<file path="src/rtl/frac_search_ctrl.sv">
// Quarter-pel refinement sequencer: fetches 9 candidates x HEIGHT rows, keeps min-SAD winner.
// Optional FRAC_SEARCH_EARLY_TERM_EN: abandon a candidate once its partial SAD cannot win.
module frac_search_ctrl #(
    parameter int HEIGHT    = 8,
    parameter int ROW_SAD_W = 11,
    parameter int ACC_W     = 14
) (
    input  logic                 clk,
    input  logic                 reset,
    input  logic                 start,
    output logic                 busy,
    output logic                 rd_req,
    output logic [3:0]           rd_cand,
    output logic [2:0]           rd_row,
    input  logic                 rd_valid,
    input  logic [ROW_SAD_W-1:0] row_sad,
    output logic                 done,
    output logic [2:0]           best_mvx,
    output logic [2:0]           best_mvy,
    output logic [ACC_W-1:0]     best_sad
);

    typedef enum logic [1:0] {
        IDLE,
        FETCH,
        EVAL,
        DONE
    } state_t;

    localparam logic [2:0] LAST_ROW  = 3'(HEIGHT - 1);
    localparam logic [3:0] LAST_CAND = 4'd8;

    state_t             state_q, state_d;
    logic [3:0]         cand_q, cand_d;
    logic [2:0]         row_q, row_d;
    logic [ACC_W-1:0]   acc_q, acc_d;
    logic [2:0]         mvx_q, mvx_d;
    logic [2:0]         mvy_q, mvy_d;
    logic [ACC_W-1:0]   bsad_q, bsad_d;
    logic [ACC_W-1:0]   acc_sum;
    logic               early;
    logic [2:0]         cmvx, cmvy;

    assign acc_sum = acc_q + ACC_W'(row_sad);

`ifdef FRAC_SEARCH_EARLY_TERM_EN
    assign early = (cand_q != 4'd0) && (acc_sum >= bsad_q);
`else
    assign early = 1'b0;
`endif

    // Candidate index to (mvx, mvy): x = c mod 3 - 1, y = c div 3 - 1
    always_comb begin
        cmvx = 3'b000;
        cmvy = 3'b000;
        unique case (cand_q)
            4'd0: begin cmvx = 3'b111; cmvy = 3'b111; end
            4'd1: begin cmvx = 3'b000; cmvy = 3'b111; end
            4'd2: begin cmvx = 3'b001; cmvy = 3'b111; end
            4'd3: begin cmvx = 3'b111; cmvy = 3'b000; end
            4'd4: begin cmvx = 3'b000; cmvy = 3'b000; end
            4'd5: begin cmvx = 3'b001; cmvy = 3'b000; end
            4'd6: begin cmvx = 3'b111; cmvy = 3'b001; end
            4'd7: begin cmvx = 3'b000; cmvy = 3'b001; end
            4'd8: begin cmvx = 3'b001; cmvy = 3'b001; end
            default: begin cmvx = 3'b000; cmvy = 3'b000; end
        endcase
    end

    always_comb begin
        state_d = state_q;
        cand_d  = cand_q;
        row_d   = row_q;
        acc_d   = acc_q;
        mvx_d   = mvx_q;
        mvy_d   = mvy_q;
        bsad_d  = bsad_q;
        unique case (state_q)
            IDLE: begin
                if (start) begin
                    cand_d  = 4'd0;
                    row_d   = 3'd0;
                    acc_d   = '0;
                    state_d = FETCH;
                end
            end
            FETCH: begin
                if (rd_valid) begin
                    acc_d = acc_sum;
                    if (row_q == LAST_ROW || early) begin
                        state_d = EVAL;
                    end else begin
                        row_d = row_q + 3'd1;
                    end
                end
            end
            EVAL: begin
                // Strict compare: ties keep the earlier candidate
                if (cand_q == 4'd0 || acc_q < bsad_q) begin
                    bsad_d = acc_q;
                    mvx_d  = cmvx;
                    mvy_d  = cmvy;
                end
                if (cand_q == LAST_CAND) begin
                    state_d = DONE;
                end else begin
                    cand_d  = cand_q + 4'd1;
                    row_d   = 3'd0;
                    acc_d   = '0;
                    state_d = FETCH;
                end
            end
            DONE: begin
                state_d = IDLE;
            end
            default: begin
                state_d = IDLE;
            end
        endcase
    end

    always_ff @(posedge clk or posedge reset) begin
        if (reset) begin
            state_q <= IDLE;
            cand_q  <= 4'd0;
            row_q   <= 3'd0;
            acc_q   <= '0;
            mvx_q   <= 3'd0;
            mvy_q   <= 3'd0;
            bsad_q  <= '0;
        end else begin
            state_q <= state_d;
            cand_q  <= cand_d;
            row_q   <= row_d;
            acc_q   <= acc_d;
            mvx_q   <= mvx_d;
            mvy_q   <= mvy_d;
            bsad_q  <= bsad_d;
        end
    end

    assign busy     = (state_q != IDLE);
    assign rd_req   = (state_q == FETCH);
    assign rd_cand  = cand_q;
    assign rd_row   = row_q;
    assign done     = (state_q == DONE);
    assign best_mvx = mvx_q;
    assign best_mvy = mvy_q;
    assign best_sad = bsad_q;

endmodule

</file>
<file path="config.mk">
export PLATFORM = sky130hd
export DESIGN_NAME = frac_search_ctrl
export DESIGN_NICKNAME = d
export VERILOG_FILES = /design/src/rtl/frac_search_ctrl.sv
export SDC_FILE = /design/constraint.sdc
export NUM_CORES = 1
export LEC_CHECK = 0
export CORE_MARGIN = 1
export CORE_UTILIZATION = 39
export CTS_CLUSTER_DIAMETER = 100
export DETAILED_ROUTE_END_ITERATION = 12
export PLACE_DENSITY_LB_ADDON = 0.3
export REMOVE_ABC_BUFFERS = 1
export SLEW_MARGIN = 20
export SYNTH_ARGS = -nofsm -noshare
export SYNTH_HDL_FRONTEND = slang
export SYNTH_SLANG_ARGS = --single-unit
</file>
<file path="constraint.sdc">
create_clock -name clk -period 4.9 [get_ports clk]
set_input_delay 0.98 -clock clk [delete_from_list [all_inputs] [get_ports clk]]
set_output_delay 0.98 -clock clk [all_outputs]
set_load 0.03 [all_outputs]
</file>
==> flow_summary.ini <==
[die]
initial_core_util_pct = 41.5
dieArea_mm2 = 0.00724
rows = 29
io_pins = 45
core-area_mm2 = 0.00649
fp.dieW_um = 85.1
die_y_um = 85.1

[synth]
netlist-cell-type-count = 48
syn-mean-instance-area_um2 = 9.76
netlist_top_cells_area = dfrtp_1, ha_1, inv_1
yosys.area_share.xor_xnor_pct = 2.93
synth-seq-cells = 41
synthSimpleGateAreaFrac_pct = 11.4
synthArstFlopShare_pct = 100
synth_adder_area_share_pct = 15.1
synth_seq_area_share_pct = 38.1
synth-compound-area-share_pct = 15.5
ys_warn_count = 0
synth_ff_type = dfrtp_1
synth_top_family_by_area = compound AO/OA/AOI/OAI gates
synthesis.instances = 276
synthesis.area_mm2 = 0.00269
synth_area_leader_cell = dfrtp_1
synth_top_area_share_pct = 38.1
synth_edf_count = 0
synthMuxAreaShare_pct = 9.39

[drt]
vias_per_cell = 5.20
vias = 2058
drt_iter0_drc = 82
wire_per_inst_um = 13.9
drc = 0
drt_first_pass_iters = 4
drtAntennaViolNets = 0
detail_route.wirelength_um = 5520

[cts]
cts_tree = done
cts.sinks = 41
cts_setup_buffers = 0
cts_buffer_depth = 2
cts_resized = 0
postCtsHoldBufs = 0
clk_pin_slew_worst_paths_ns = 0.08
numCtsBuffers = 5
clk_latency_ns = 0.30
cts-htree-levels = 2
cts-root-buf = clkbuf_8

[timing]
tightest_slew_ns = 0.615
fin_worst_skew_ns = 0.00848
maxSlewViolCount = 0
hold_ws_ns = 0.517
finalHoldViolCount = 0
rsz0062_at_grt = no
fin_crit_sh_pct = 61.2
relSlewSlack_pct = 59.0
final-setup-viol-count = 0
fin_tns_setup_ns = 0
fin_crit_ns = 3.00
fmax_mhz = 333

[finish]
fillCellCount = 596
areaGrowthSynthToFinish_pct = 21.6
layout.cells.most_common = clkdlybuf4s50_1
most-common-layout-cells = clkdlybuf4s50_1, dfrtp_1, inv_1
antenna_cells = 0
finalNetCount = 366
layout-drive-gt1-share_pct = 10.0

[min_path]
hold_class = reg2reg

[power_and_ir_drop]
power_density_mw_per_mm2 = 544
ir_worst_vdd_mv = 0.329
p_leak_uw = 0.00155

[global_route]
groute.usage.overall_pct = 16.7
grt_pass1_vias = 2043
antenna_found_initial = 0
grt_max_degree = 28
grt_pass1_wl_um = 9510
overflow = 0

[setup_path]
critPathArrivalTime_ns = 2.02
crit_required_ns = 3.92
cp_max_fo = 9
crit_type = reg2out
crit_path_start_kind = register
worst_setup_path_end_kind = primary output

[placement]
io_buffers = 44
dp_hpwl_um = 4130
place.gp.congestion = 0.803

[flow_run]
max-cap-violations = 0

[status]
status = finished clean
==> final cells by class <==
class	count	area (um2)	share of cell area, %
flip-flops and latches	41	1030	31.3
inverters	35	131	4.01
clock inverters	2	35.0	1.07
multi-input cells	191	1470	44.8
well taps	77	96.3	2.94
repair buffers	45	448	13.7
clock buffers	5	68.8	2.10
==> layer usage <==
layer / share of wire [%] / GRT usage, % / wire length, um / up-vias
met1: 50 / 23.3 / 2780 / 962
met4: 1.1 / 5.08 / 59 / 0
met5: 0 / 0 / 0 / -
li1: - / - / - / 1038
met2: 44 / 26.2 / 2420 / 51
met3: 4.7 / 3.60 / 262 / 7
==> sequential cells by signal, indices dropped and copies added (netlist names) <==
| signal | cells |
|---|---|
| rd_cand | 4 |
| best_mvx | 2 |
| best_mvy | 2 |
| state_q | 2 |
| rd_row | 3 |
| best_sad | 14 |
| acc_q | 14 |
==> synthesized netlist by cell type, types with 4 or more instances <==
library cell and n:
ha_1 31, mux2_4 6, mux2_2 9, xor2_1 7, nand3_1 9, nor2_1 13, inv_1 34, o21ai_0 14
buf_2 4, a21oi_1 16, o21a_1 4, nor3_1 5, nand2_1 27, a21o_1 6, dfrtp_1 41, mux2i_1 5
==> final timing paths <==
kind	slack, ns	depth (start not counted)	from	endpoint
max in group asynchronous	3.21	3	reset	best_sad[9]
min in group asynchronous	1.06	2	reset	best_sad[0]
worst min register to register	0.52	2	best_mvy[0]	best_mvy[0]
worst max register to register	2.42	7	acc_q[13]	best_sad[10]
worst max-delay path	1.90	2	state_q[0]	rd_req
worst min-delay path	0.52	2	best_mvy[0]	best_mvy[0]
==> metrics by stage <==
step	std cells	area, um2	setup WS [ns]	total power (uW)	util, %
floorplan	267	2620	2.28	1240	-
global placement	389	3170	1.66	1500	48.8
detailed placement	389	3170	1.61	1520	48.8
CTS	396	3270	1.89	1800	50.4
global route	396	3270	1.74	1940	50.4
finish	396	3270	1.90	1780	50.4
==> critical path, cell delays in order (launching register included) <==
cell and delay, ns:
dfrtp_1 0.49, nor2b_1 0.46, clkdlybuf4s50_1 0.77
==> logic make-up after synthesis <==
kind of cell,count (synthesis)
compound gates,62
xor+xnor,9
fa+ha+maj,32
buf+inv,44
flops,41
mux,21
simple gates,67
==> where the power goes <==
group          internal, uW  total (uW)  switching, uW
logic                   439         963            525
clock network           148         267            119
registers               444         551            108
total                  1030        1780            751
Note: power is estimated with default switching activity, not from simulation.
